--- config.mk ---
export PLATFORM = sky130hd
export DESIGN_NAME = nemesis_rom_arbiter
export DESIGN_NICKNAME = d
export VERILOG_FILES = /design/src/rtl/nemesis_rom_pkg.sv /design/src/rtl/nemesis_rom_slot.sv /design/src/rtl/nemesis_rom_arbiter.sv
export SDC_FILE = /design/constraint.sdc
export NUM_CORES = 1
export LEC_CHECK = 0
export CAP_MARGIN = 20
export CORE_MARGIN = 4
export CORE_UTILIZATION = 53
export DETAILED_ROUTE_END_ITERATION = 16
export PLACE_DENSITY = 0.86
export SYNTH_ARGS = -nofsm -noshare
export SYNTH_HDL_FRONTEND = slang
export SYNTH_SLANG_ARGS = --single-unit
--- constraint.sdc ---
create_clock -name i_clk -period 3.3 [get_ports i_clk]
set_clock_uncertainty 0.2 [all_clocks]
set_input_delay 0.495 -clock i_clk [delete_from_list [all_inputs] [get_ports i_clk]]
set_output_delay 0.495 -clock i_clk [all_outputs]
set_load 0.01 [all_outputs]
--- src/rtl/nemesis_rom_pkg.sv ---
// Shared state/owner encodings and default address map for the Nemesis ROM arbiter.
package nemesis_rom_pkg;

  typedef enum logic [1:0] {IDLE, REQ, WAIT} state_e;
  typedef enum logic [1:0] {OWN_MAIN, OWN_Z80, OWN_DBG} owner_e;

  localparam int unsigned MAIN_AW_DEF   = 17;
  localparam int unsigned Z80_AW_DEF    = 14;
  localparam int unsigned SDRAM_AW_DEF  = 22;
  localparam logic [21:0] MAIN_BASE_DEF = 22'h000000;
  localparam logic [21:0] Z80_BASE_DEF  = 22'h040000;
  localparam int unsigned TIMEOUT_DEF   = 255;

endpackage

--- src/rtl/nemesis_rom_slot.sv ---
// Single-entry read cache for one requester: last fetched address, its word and a valid bit.
module nemesis_rom_slot
  import nemesis_rom_pkg::*;
#(
  parameter int unsigned AW = 8
) (
  input  logic          clk_i,
  input  logic          rst_ni,
  input  logic          wr_i,
  input  logic [AW-1:0] waddr_i,
  input  logic [15:0]   wdata_i,
  input  logic [AW-1:0] addr_i,
  output logic          hit_o,
  output logic          lsb_o,
  output logic [15:0]   data_o
);

  logic [AW-1:0] addr_q;
  logic [15:0]   data_q;
  logic          valid_q;

  always_ff @(posedge clk_i or negedge rst_ni) begin
    if (!rst_ni) begin
      addr_q  <= '0;
      data_q  <= '0;
      valid_q <= 1'b0;
    end else if (wr_i) begin
      addr_q  <= waddr_i;
      data_q  <= wdata_i;
      valid_q <= 1'b1;
    end
  end

  assign hit_o  = valid_q && (addr_q == addr_i);
  assign lsb_o  = addr_q[0];
  assign data_o = data_q;

endmodule

--- src/rtl/nemesis_rom_arbiter.sv ---
// Arbitrates main CPU, Z80 and debug peek reads onto one SDRAM ROM port,
// each requester backed by a single-entry slot.
module nemesis_rom_arbiter
  import nemesis_rom_pkg::*;
#(
  parameter int unsigned            MAIN_AW   = MAIN_AW_DEF,
  parameter int unsigned            Z80_AW    = Z80_AW_DEF,
  parameter int unsigned            SDRAM_AW  = SDRAM_AW_DEF,
  parameter logic [SDRAM_AW-1:0]    MAIN_BASE = MAIN_BASE_DEF,
  parameter logic [SDRAM_AW-1:0]    Z80_BASE  = Z80_BASE_DEF,
  parameter int unsigned            TIMEOUT   = TIMEOUT_DEF
) (
  input  logic                i_clk,
  input  logic                i_rst_n,
  input  logic                i_main_cs,
  input  logic [MAIN_AW-1:0]  i_main_addr,
  output logic                o_main_ok,
  output logic [15:0]         o_main_data,
  input  logic                i_z80_cs,
  input  logic [Z80_AW-1:0]   i_z80_addr,
  output logic                o_z80_ok,
  output logic [7:0]          o_z80_data,
  input  logic [7:0]          i_debug_bus,
  output logic [7:0]          o_debug_view,
  output logic                o_sdram_req,
  output logic [SDRAM_AW-1:0] o_sdram_addr,
  input  logic                i_sdram_ack,
  input  logic                i_sdram_dok,
  input  logic [15:0]         i_sdram_data,
  output logic                o_timeout
);

  state_e                state_q, state_d;
  owner_e                owner_q, owner_d;
  logic                  req_q, req_d;
  logic [SDRAM_AW-1:0]   saddr_q, saddr_d;
  logic [MAIN_AW-1:0]    raddr_q, raddr_d;
  logic [7:0]            cnt_q, cnt_d;
  logic [1:0]            fair_q, fair_d;
  logic                  tmo_q, tmo_d;
  logic [7:0]            dbg_q;
  logic                  dbg_pend_q, dbg_pend_d;

  logic                  main_hit, z80_hit, dbg_hit_unused;
  logic                  main_lsb_unused, z80_lsb, dbg_lsb;
  logic [15:0]           main_word, z80_word, dbg_word;
  logic                  main_pend, z80_pend;
  logic                  done, wr_main, wr_z80, wr_dbg, expire;

  nemesis_rom_slot #(.AW(MAIN_AW)) u_main_slot (
    .clk_i(i_clk), .rst_ni(i_rst_n), .wr_i(wr_main), .waddr_i(raddr_q),
    .wdata_i(i_sdram_data), .addr_i(i_main_addr), .hit_o(main_hit),
    .lsb_o(main_lsb_unused), .data_o(main_word)
  );

  nemesis_rom_slot #(.AW(Z80_AW)) u_z80_slot (
    .clk_i(i_clk), .rst_ni(i_rst_n), .wr_i(wr_z80), .waddr_i(raddr_q[Z80_AW-1:0]),
    .wdata_i(i_sdram_data), .addr_i(i_z80_addr), .hit_o(z80_hit),
    .lsb_o(z80_lsb), .data_o(z80_word)
  );

  nemesis_rom_slot #(.AW(8)) u_dbg_slot (
    .clk_i(i_clk), .rst_ni(i_rst_n), .wr_i(wr_dbg), .waddr_i(raddr_q[7:0]),
    .wdata_i(i_sdram_data), .addr_i(i_debug_bus), .hit_o(dbg_hit_unused),
    .lsb_o(dbg_lsb), .data_o(dbg_word)
  );

  assign main_pend = i_main_cs && !main_hit;
  assign z80_pend  = i_z80_cs && !z80_hit;
  assign done      = (state_q == WAIT) && i_sdram_dok;
  assign wr_main   = done && (owner_q == OWN_MAIN);
  assign wr_z80    = done && (owner_q == OWN_Z80);
  assign wr_dbg    = done && (owner_q == OWN_DBG);
  assign expire    = (cnt_q + 8'd1) == 8'(TIMEOUT);

  always_comb begin
    state_d    = state_q;
    owner_d    = owner_q;
    req_d      = req_q;
    saddr_d    = saddr_q;
    raddr_d    = raddr_q;
    cnt_d      = cnt_q;
    fair_d     = fair_q;
    tmo_d      = tmo_q;
    dbg_pend_d = dbg_pend_q;

    // A new bus value outranks clearing, so a peek changed mid-fetch is re-issued.
    if (wr_dbg && (raddr_q[7:0] == i_debug_bus)) dbg_pend_d = 1'b0;
    if (i_debug_bus != dbg_q) dbg_pend_d = 1'b1;

    unique case (state_q)
      IDLE: begin
        cnt_d = '0;
        if (z80_pend && ((fair_q == 2'd2) || !main_pend)) begin
          owner_d = OWN_Z80;
          raddr_d = MAIN_AW'(i_z80_addr);
          saddr_d = Z80_BASE + SDRAM_AW'(i_z80_addr[Z80_AW-1:1]);
          fair_d  = '0;
          req_d   = 1'b1;
          state_d = REQ;
        end else if (main_pend) begin
          owner_d = OWN_MAIN;
          raddr_d = i_main_addr;
          saddr_d = MAIN_BASE + SDRAM_AW'(i_main_addr);
          fair_d  = z80_pend ? fair_q + 2'd1 : '0;
          req_d   = 1'b1;
          state_d = REQ;
        end else if (dbg_pend_q) begin
          owner_d = OWN_DBG;
          raddr_d = MAIN_AW'(i_debug_bus);
          saddr_d = MAIN_BASE + SDRAM_AW'(i_debug_bus[7:1]);
          fair_d  = '0;
          req_d   = 1'b1;
          state_d = REQ;
        end
      end
      REQ: begin
        cnt_d = cnt_q + 8'd1;
        if (i_sdram_ack) begin
          req_d   = 1'b0;
          state_d = WAIT;
        end else if (expire) begin
          req_d   = 1'b0;
          tmo_d   = 1'b1;
          state_d = IDLE;
        end
      end
      WAIT: begin
        cnt_d = cnt_q + 8'd1;
        if (i_sdram_dok) begin
          state_d = IDLE;
        end else if (expire) begin
          tmo_d   = 1'b1;
          state_d = IDLE;
        end
      end
      default: state_d = IDLE;
    endcase
  end

  always_ff @(posedge i_clk or negedge i_rst_n) begin
    if (!i_rst_n) begin
      state_q    <= IDLE;
      owner_q    <= OWN_MAIN;
      req_q      <= 1'b0;
      saddr_q    <= '0;
      raddr_q    <= '0;
      cnt_q      <= '0;
      fair_q     <= '0;
      tmo_q      <= 1'b0;
      dbg_q      <= '0;
      dbg_pend_q <= 1'b0;
    end else begin
      state_q    <= state_d;
      owner_q    <= owner_d;
      req_q      <= req_d;
      saddr_q    <= saddr_d;
      raddr_q    <= raddr_d;
      cnt_q      <= cnt_d;
      fair_q     <= fair_d;
      tmo_q      <= tmo_d;
      dbg_q      <= i_debug_bus;
      dbg_pend_q <= dbg_pend_d;
    end
  end

  assign o_sdram_req  = req_q;
  assign o_sdram_addr = saddr_q;
  assign o_timeout    = tmo_q;
  assign o_main_ok    = i_main_cs && main_hit;
  assign o_main_data  = main_word;
  assign o_z80_ok     = i_z80_cs && z80_hit;
  // Z80 is little-endian within the word, the 68k debug view big-endian.
  assign o_z80_data   = z80_lsb ? z80_word[15:8] : z80_word[7:0];
  assign o_debug_view = dbg_lsb ? dbg_word[7:0] : dbg_word[15:8];

endmodule
# Word level (Yosys, flattened, before mapping)

Cells that the tools add are included.

Flip-flop bits (word level): 146
Latch bits: 0
RAM bits: 0
Bits in read-only memories: 0
Bits of input ports: 61
Word-level logic and storage cells: 97
Memories: 0

Add/sub/neg operators: 3
$mul: 0
Divide/modulo/power cells: 0
Magnitude comparators: 0
Equal/unequal tests: 14
Shifts and indexed selects: 0
Muxes and demuxes: 35
Bitwise gates (word level): 0
Reduce and logical (&&, ||, !) cells: 27

Operator list:

| cell                                                                   | number |
|---|---|
| 22-bit 2-to-1 mux                                                      | 3 |
| 17-bit 2-to-1 mux                                                      | 3 |
| 2-bit 2-to-1 mux                                                       | 13 |
| 19-bit by 13-bit adder with 20-bit output (first input constant)       | 1 |
| 17-bit equality test                                                   | 1 |
| 8-bit 2-to-1 mux                                                       | 2 |
| 8-bit case mux with 2 select lines                                     | 1 |
| 14-bit equality test                                                   | 1 |
| 1-bit logical AND                                                      | 12 |
| 1-bit 2-to-1 mux                                                       | 10 |
| 8-bit by 1-bit adder with 8-bit output (second input constant)         | 1 |
| 8-bit equality test                                                    | 1 |
| 8-bit equality test (second input constant)                            | 1 |
| 8-bit inequality test                                                  | 1 |
| 2-bit nonzero test                                                     | 4 |
| 2-bit equality test (second input constant)                            | 3 |
| 2-bit case mux with 3 select lines                                     | 1 |
| 3-bit AND reduction                                                    | 2 |
| 2-bit by 1-bit equality test with 1-bit output (second input constant) | 2 |
| 2-bit zero test                                                        | 2 |
| 2-bit inequality test (second input constant)                          | 2 |
| 4-bit inequality test (second input constant)                          | 1 |
| 1-bit case mux with 2 select lines                                     | 2 |
| 1-bit zero test                                                        | 3 |
| other kinds (6)                                                        | 6 |

# Logic depth before layout (Yosys ltp)

Gate-level depths: netlist of the first run.

Word-level depth: 9
Depth in mapped cells: 9

# Modules after synthesis

From an unflattened synthesis of the first run, not the netlist that was laid out.

Cell total of the unflattened synthesis: 573
Area total of the unflattened synthesis: 6,971.7 sq um

Modules (own cells, without submodules):

| module                          | instances | cells an instance | area an instance (sq um) | sequential area each (sq um) |
|---|---|---|---|---|
| nemesis_rom_arbiter             | 1         | 329               | 3,096.7                  | 1,401.3 |
| nemesis_rom_slot at u_main_slot | 1         | 95                | 1,447.6                  | 850.8 |
| nemesis_rom_slot at u_z80_slot  | 1         | 84                | 1,312.5                  | 775.7 |
| nemesis_rom_slot at u_dbg_slot  | 1         | 65                | 1,114.8                  | 625.6 |

# Worst setup path before layout of the first run

OpenSTA, ideal clock, no wires.

Path kind: input to register
Start point: input port i_z80_addr[10]
End point: register raddr_q[13]
Library setup time: 0.125 ns
Data arrival time: 2.112 ns
Data required time: 2.975 ns
Setup slack: 0.863 ns
Cell stages on the path: 7
Cell sequence: xnor2_1 > nand4_1 > or4_4 > a31oi_4 > nand2_2 > buf_2 > mux2_4

Cells in the longest elaborated chain, start to end: 7
Elaborated cells on any way between the ends: 8
Those cells by class: eq/ne: 1; mux: 1; reduce/logical: 6

Ends and longest elaborated chain:

| what                          | line                       | RTL |
|---|---|---|
| start: declaration            | nemesis_rom_arbiter.sv:20  | `input logic [Z80_AW-1:0] i_z80_addr,` |
| 14-bit equality test *        | nemesis_rom_slot.sv:34     | `assign hit_o = valid_q && (addr_q == addr_i);` |
| 1-bit logical AND *           | nemesis_rom_slot.sv:34     |  |
| 1-bit zero test *             | nemesis_rom_arbiter.sv:69  | `assign z80_pend = i_z80_cs && !z80_hit;` |
| 1-bit logical AND *           | nemesis_rom_arbiter.sv:69  |  |
| 1-bit logical AND *           | nemesis_rom_arbiter.sv:94  | `if (z80_pend && ((fair_q == 2'd2) \|\| !main_pend)) begin` |
| 3-bit nonzero test (no line)  | n/a                        |  |
| 2-bit AND reduction (no line) | n/a                        |  |
| end signal: assignment        | nemesis_rom_arbiter.sv:158 | `raddr_q <= raddr_d;` |
| end: declaration              | nemesis_rom_arbiter.sv:37  | `logic [MAIN_AW-1:0] raddr_q, raddr_d;` |

Every way passes the cells marked *; elsewhere a longest branch is shown, timed or not.
A chain may end at the register's enable or synchronous reset.

# Final worst setup path of the first run

Start point: input port i_main_addr[13]
End point: output port o_main_ok

Cells in the longest elaborated chain, start to end: 3

Ends and longest elaborated chain:

| what                 | line                       | RTL |
|---|---|---|
| start: declaration   | nemesis_rom_arbiter.sv:16  | `input logic [MAIN_AW-1:0] i_main_addr,` |
| 17-bit equality test | nemesis_rom_slot.sv:34     |  |
| 1-bit logical AND    | nemesis_rom_slot.sv:34     |  |
| 1-bit logical AND    | nemesis_rom_arbiter.sv:170 | `assign o_main_ok = i_main_cs && main_hit;` |
| end: declaration     | nemesis_rom_arbiter.sv:17  | `output logic o_main_ok,` |

Every way passes these cells.

==> results_tabular.tex, run 1 <==
\begin{tabular}{lr}
\hline
Metric & Value \\
\hline
\multicolumn{2}{l}{\textbf{Floorplan}} \\
Starting density of the core & 54.2\% \\
Y dimension of the die & 122 µm \\
Area of the core & 12700 µm² \\
Total I/O pin count & 119 \\
Overall die area & 14800 µm² \\
X dimension of the die & 122 µm \\
Number of cell rows & 41 \\
\multicolumn{2}{l}{\textbf{STA}} \\
Max-slew violation total from the final report & 0 \\
RSZ-0062 raised after global routing & false \\
Worst hold margin & 262 ps \\
Worst-Margin Slew & 955 ps \\
\# setup viols final & 0 \\
Hold Fails Final Rpt & 0 \\
Max frequency & 0.305 GHz \\
Min Tclk post-route & 3280 ps \\
Max\_slew headroom & 34.7\% \\
Post-Route Setup TNS & 0 ps \\
Post-route clock period utilization & 99.3\% \\
\multicolumn{2}{l}{\textbf{Detailed routing}} \\
Avg WL per Cell & 21.3 µm \\
Number of vias per cell & 6.12 \\
Number of remaining DRC errors & 0 \\
Via total after detailed routing & 5369 \\
Routed wire length & 18.7 mm \\
Number of optimization iterations in the first detailed-route pass & 6 \\
Number of nets with antenna violations after routing & 0 \\
Number of violations reported at the end of detailed-routing iteration 0 & 543 \\
\multicolumn{2}{l}{\textbf{Placement}} \\
Weighted congestion reported at the end of routability-driven placement & 0.961 \\
Input/output buffers & 114 \\
DP Wirelength & 13.0 mm \\
Post-placement cell area & 8250 µm² \\
\multicolumn{2}{l}{\textbf{Clocking}} \\
CTS Hold Buffers Added & 1 \\
TritonCTS clock tree & built \\
Buffer type at the clock tree root & clkbuf\_16 \\
Maximum count of clock buffers along a single path & 2 \\
H-tree levels & 4 \\
Total setup buffers inserted after CTS & 0 \\
Latest clock arrival within the worst-skew pair & 410 ps \\
Clock-pin slew on the worst setup and hold paths & 60 ps \\
Quantity of gates resized following cts & 0 \\
Number of CTS-inserted buffers & 17 \\
Sinks on Clock Net & 138 \\
\multicolumn{2}{l}{\textbf{Layout}} \\
Filler instances & 890 \\
Diodes inserted & 0 \\
Net total in the final layout & 761 \\
Area of the multi-input gates & 3180 µm² \\
Ratio of cells with drive above 1 in the final layout & 24.4\% \\
Layout-stage area growth over the synthesis result & 29.8\% \\
Final Core Density & 70.4\% \\
Fin area & 8910 µm² \\
Area taken by flip-flops and latches & 3450 µm² \\
\multicolumn{2}{l}{\textbf{Global route}} \\
GR Overflow Total & 0 \\
Pin count of the biggest net entering global routing & 74 \\
Vias in the first global route & 5544 \\
Initial antenna violation count & 0 \\
Global-route wire length before repair & 29.9 mm \\
Total global routing track utilization & 26.3\% \\
\multicolumn{2}{l}{\textbf{Power and ir drop}} \\
Leakage power of the design & 3.90 nW \\
Pwr Density & 906 nW/µm² \\
Total Power Consumption & 8.07 mW \\
Maximum VDD drop & 612 µV \\
\multicolumn{2}{l}{\textbf{Worst setup path}} \\
Kind of capture point of the worst setup path & primary output \\
Required @ worst endpoint & 2600 ps \\
Category of the most critical setup path & in -> out \\
Arrival time worst endpoint & 2580 ps \\
Nature of the critical path startpoint & input pin \\
Critical path peak fanout & 3 \\
\multicolumn{2}{l}{\textbf{Yosys}} \\
Post-synth EDFFs & 0 \\
Post-synthesis instance total & 569 \\
Synth unique cells & 59 \\
YS warnings & 0 \\
Area contributors post-synth & dfrtp\_1 50\%, mux2\_2 16\%, xor2\_1 3.8\%, mux2\_4 2.4\%, xnor2\_1 2.0\% \\
Ys flop type & dfrtp\_1 \\
Most instantiated cells after synthesis & 138 x dfrtp\_1, 98 x mux2\_2, 30 x xor2\_1 \\
Cell with the most instances after synthesis & dfrtp\_1 \\
Synth async-reset ratio & 100\% \\
Area fraction of the dominant cell type after synthesis & 50.3\% \\
Mapped Area & 6870 µm² \\
Cell type with the largest total area after synthesis & dfrtp\_1 \\
Average footprint of a synthesized cell & 12.1 µm² \\
Post-synthesis register bit count & 138 \\
Proportion of synthesized chip area in sequential cells & 50.3\% \\
\multicolumn{2}{l}{\textbf{Outcome}} \\
Outcome & complete, no violations \\
\multicolumn{2}{l}{\textbf{Min path}} \\
Class of the tightest hold or removal check & reg -> reg \\
\multicolumn{2}{l}{\textbf{Run}} \\
Number of max-cap violations & 0 \\
\hline
\end{tabular}
==> registers in the layout (all words and copies together) (netlist names) <==
register             flops
o_sdram_req              1
dbg_pend_q               1
dbg_q                    8
o_sdram_addr            15
o_timeout                1
u_main_slot.valid_q      1
raddr_q                 16
fair_q                   2
u_dbg_slot.addr_q        1
u_dbg_slot.data_o       16
u_main_slot.data_o      16
state_q                  2
u_z80_slot.data_o       16
u_z80_slot.valid_q       1
u_main_slot.addr_q      17
u_z80_slot.addr_q       14
owner_q                  2
cnt_q                    8
==> report_power, final <==
group | internal [mW] | switching [mW] | total [mW]
clock network | 1.37 | 0.750 | 2.12
registers | 2.38 | 0.545 | 2.92
logic | 1.68 | 1.35 | 3.03
total | 5.43 | 2.65 | 8.07
==> stage by stage <==
stage | std cells | setup WS, ps
after floorplan | 572 | 863
after global placement | 845 | 93.9
after detailed placement | 845 | -21.7
after CTS | 878 | 88.5
after global routing | 878 | 9.64
final | 878 | 22.7
==> worst max-delay path: stages <==
cell and delay (ps):
clkdlybuf4s50_1 500, xor2_1 230, nor4_1 310, nand3_1 110, nor3_1 320, clkdlybuf4s50_1 610
==> cell families (layout without fill, tap and decap cells) <==
logic type	count (synthesis)	count (layout)	share of synthesized area, %
mux	111	111	18.8
buf+inv	51	185	3.70
flops	138	138	50.3
simple gates	128	128	10.3
xor+xnor	47	47	6.10
other cells	1	4	0.0546
compound gates	86	86	9.54
fa+ha+maj	7	7	1.27
==> worst paths after layout <==
path	startpoint	endpoint	slack, ps	cells after the start
worst max-delay path	i_main_addr[13]	o_main_ok	20	6
worst min-delay path	o_timeout	o_timeout	260	1
worst max register to register	u_z80_slot.addr_q[10]	raddr_q[14]	480	6
worst min register to register	o_timeout	o_timeout	260	1
max in group asynchronous	i_rst_n	u_z80_slot.data_o[11]	1670	3
min in group asynchronous	i_rst_n	u_z80_slot.addr_q[8]	450	2
==> layout by cell type (no fill, tap or decap), types with 6 or more instances in the layout <==
| cell | Yosys | layout |
|---|---|---|
| and2_1 | 8 | 8 |
| buf_4 | 10 | 21 |
| clkbuf_16 | 0 | 17 |
| clkdlybuf4s50_1 | 0 | 113 |
| dfrtp_1 | 138 | 138 |
| ha_1 | 7 | 7 |
| inv_1 | 15 | 15 |
| mux2_2 | 98 | 98 |
| mux2_4 | 11 | 11 |
| nand2_1 | 18 | 18 |
| nand3_1 | 27 | 27 |
| nand4_1 | 16 | 16 |
| nor2_1 | 11 | 11 |
| nor3_1 | 11 | 10 |
| nor4_1 | 9 | 9 |
| o21ai_0 | 13 | 12 |
| o221ai_1 | 6 | 6 |
| o22ai_1 | 11 | 11 |
| o31ai_1 | 8 | 8 |
| xnor2_1 | 16 | 16 |
| xor2_1 | 30 | 30 |
==> per-layer routing <==
metal	GRT usage (%)	share of wire [%]	wire length, µm
met5	0	0	0
met4	11.5	3.6	678
met3	7.20	8.7	1620
met2	41.5	47	8700
met1	34.1	41	7690
==> layout make-up <==
| type | instances | share of cell area (%) |
|---|---|---|
| flip-flops and latches | 138 | 38.7 |
| multi-input cells | 383 | 35.7 |
| repair buffers | 138 | 15.1 |
| clock buffers | 19 | 4.97 |
| well taps | 172 | 2.41 |
| clock inverters | 13 | 2.40 |
| inverters | 15 | 0.632 |
No activity file was read; power rests on OpenSTA's default activity.
==> inputs of run 2 (changes only) <==
- MAX_ROUTING_LAYER: not set -> met4
==> run 2 against run 1 <==
Critical path depth unchanged. Combinational power decreased by 1%. First-iteration DRC count fell by 5.5%. Worst setup slack gained 110 ps. Via count is 3.7% lower. Global-route usage is 0.087 points lower. Die area unchanged. Worst hold slack better by 0.81 ps. Sequential power barely moved. Total power decreased by 2.3%. Routed wire length down 2.0%.
==> results_tabular.tex, run 2 (same netlist as run 1, synthesis figures left out) <==
\begin{tabular}{lr}
\hline
Metric & Value \\
\hline
\multicolumn{2}{l}{\textbf{STA}} \\
Worst hold margin & 263 ps \\
Worst-Margin Slew & 976 ps \\
Max-slew violation total from the final report & 0 \\
Max frequency & 0.316 GHz \\
Final worst slack & 137 ps \\
RSZ-0062 raised after global routing & false \\
Post-route clock period utilization & 95.9\% \\
\# setup viols final & 0 \\
Hold Fails Final Rpt & 0 \\
Min Tclk post-route & 3160 ps \\
Post-Route Setup TNS & 0 ps \\
Max\_slew headroom & 33.2\% \\
\multicolumn{2}{l}{\textbf{Floorplan}} \\
Total I/O pin count & 119 \\
Overall die area & 14800 µm² \\
X dimension of the die & 122 µm \\
Number of cell rows & 41 \\
Starting density of the core & 54.2\% \\
Y dimension of the die & 122 µm \\
Area of the core & 12700 µm² \\
\multicolumn{2}{l}{\textbf{Global route}} \\
Pin count of the biggest net entering global routing & 87 \\
Initial antenna violation count & 0 \\
Vias in the first global route & 5539 \\
GR Overflow Total & 0 \\
Global-route wire length before repair & 28.9 mm \\
Total global routing track utilization & 26.2\% \\
\multicolumn{2}{l}{\textbf{Placement}} \\
Weighted congestion reported at the end of routability-driven placement & 0.956 \\
Input/output buffers & 114 \\
DP Wirelength & 12.9 mm \\
Placement-stage worst setup slack & 34.3 ps \\
Total placed cells including tap cells & 843 \\
\multicolumn{2}{l}{\textbf{Clocking}} \\
Maximum count of clock buffers along a single path & 2 \\
Buffer type at the clock tree root & clkbuf\_16 \\
Sinks on Clock Net & 138 \\
TritonCTS clock tree & built \\
Number of CTS-inserted buffers & 17 \\
H-tree levels & 4 \\
Quantity of gates resized following cts & 0 \\
Clock-pin slew on the worst setup and hold paths & 60 ps \\
Latest clock arrival within the worst-skew pair & 430 ps \\
\multicolumn{2}{l}{\textbf{Power and ir drop}} \\
Part of the power in combinational logic & 37.9\% \\
Switching power as a share of total power & 33.1\% \\
Pwr Density & 890 nW/µm² \\
Maximum VDD drop & 564 µV \\
Leakage power of the design & 3.87 nW \\
Power share of the clock group & 25.1\% \\
Cell Int Power & 5.27 mW \\
Net load switching power & 2.61 mW \\
Sequential cell fraction of total power & 37.0\% \\
\multicolumn{2}{l}{\textbf{Worst setup path}} \\
Arrival time worst endpoint & 2470 ps \\
Required @ worst endpoint & 2600 ps \\
Category of the most critical setup path & in -> out \\
Critical path peak fanout & 2 \\
Kind of capture point of the worst setup path & primary output \\
FF-to-FF path depth & 6 \\
Reg2reg setup slack & 470 ps \\
Nature of the critical path startpoint & input pin \\
\multicolumn{2}{l}{\textbf{Min path}} \\
Worst Hold Path Cells & 1 \\
Class of the tightest hold or removal check & reg -> reg \\
\multicolumn{2}{l}{\textbf{Layout}} \\
Area of the multi-input gates & 3180 µm² \\
Most flops, register & u\_main\_slot.addr\_q \\
Layout-stage area growth over the synthesis result & 29.0\% \\
Ratio of cells with drive above 1 in the final layout & 24.1\% \\
Most frequent standard cell in the layout excluding fill and tap cells & dfrtp\_1 \\
Net total in the final layout & 759 \\
Non-filler cells in the finished layout & 876 \\
Filler instances & 922 \\
Final Core Density & 69.9\% \\
Diodes inserted & 0 \\
Number of flip-flops in the largest register & 17 \\
Area taken by flip-flops and latches & 3450 µm² \\
Most frequent cells in the layout & 138 x dfrtp\_1, 113 x clkdlybuf4s50\_1, 98 x mux2\_2 \\
\multicolumn{2}{l}{\textbf{Detailed routing}} \\
Number of remaining DRC errors & 0 \\
Number of nets with antenna violations after routing & 0 \\
Number of violations reported at the end of detailed-routing iteration 0 & 513 \\
Number of vias per cell & 5.90 \\
Number of optimization iterations in the first detailed-route pass & 6 \\
Routed wire length & 18.3 mm \\
Avg WL per Cell & 20.9 µm \\
Via total after detailed routing & 5170 \\
\multicolumn{2}{l}{\textbf{Run}} \\
Number of max-cap violations & 0 \\
\multicolumn{2}{l}{\textbf{Outcome}} \\
Outcome & complete, no violations \\
\hline
\end{tabular}
[run 2: per-stage QoR]
step	instance area, µm²	power [mW]
final	8860	7.89
after global routing	8860	8.28
after CTS	8860	7.92
after detailed placement	8230	5.88
after global placement	8230	5.73
after floorplan	6880	4.55
[run 2: critical path, stage by stage]
cell             delay, ps
clkdlybuf4s50_1        430
xor2_1                 210
nor4_1                 310
nand3_1                130
nor3_1                 290
clkdlybuf4s50_1        600
[run 2: power by group through the flow]
stage / clock network (mW) / registers (mW) / logic, mW
finish: 1.98 / 2.92 / 2.99
global route: 2.09 / 2.99 / 3.20
CTS: 2.01 / 2.91 / 3.00
detailed placement: 0 / 2.92 / 2.96
global placement: 0 / 2.87 / 2.86
floorplan: 0 / 2.82 / 1.73
[run 2: layout make-up]
class | instances | area share (%)
clock buffers | 20 | 5.15
clock inverters | 12 | 1.84
inverters | 15 | 0.635
multi-input cells | 383 | 35.9
flip-flops and latches | 138 | 39.0
well taps | 172 | 2.43
repair buffers | 136 | 15.1
[run 2: metal layers]
layer / GRT usage (%) / vias to the layer above / part of all wire, %
met5: - / - / 0
met1: 33.0 / 2587 / 42
met4: 7.35 / 0 / 1.7
met3: 8.50 / 28 / 7.9
met2: 41.0 / 216 / 49
li1: - / 2339 / -
[run 2: timing repair]
action | 4_1_cts | 5_1_grt
setup buffers | 0 | 0
hold buffers | 1 | 0
hold endpoints to repair | 52 | 0
[run 2: final timing paths]
check / startpoint / end
min reg2reg: o_timeout / o_timeout
min: o_timeout / o_timeout
min in group asynchronous: i_rst_n / o_sdram_addr[12]
max reg2reg: u_z80_slot.addr_q[11] / raddr_q[14]
max in group asynchronous: i_rst_n / u_main_slot.addr_q[1]
max: i_main_addr[10] / o_main_ok
==> inputs of run 3 (changes only) <==
- CAP_MARGIN: 20 -> 30
- SETUP_SLACK_MARGIN: not set -> 0.02
==> results of run 3 <==
No change in the layout: final DEF, timing and power equal those of run 2.
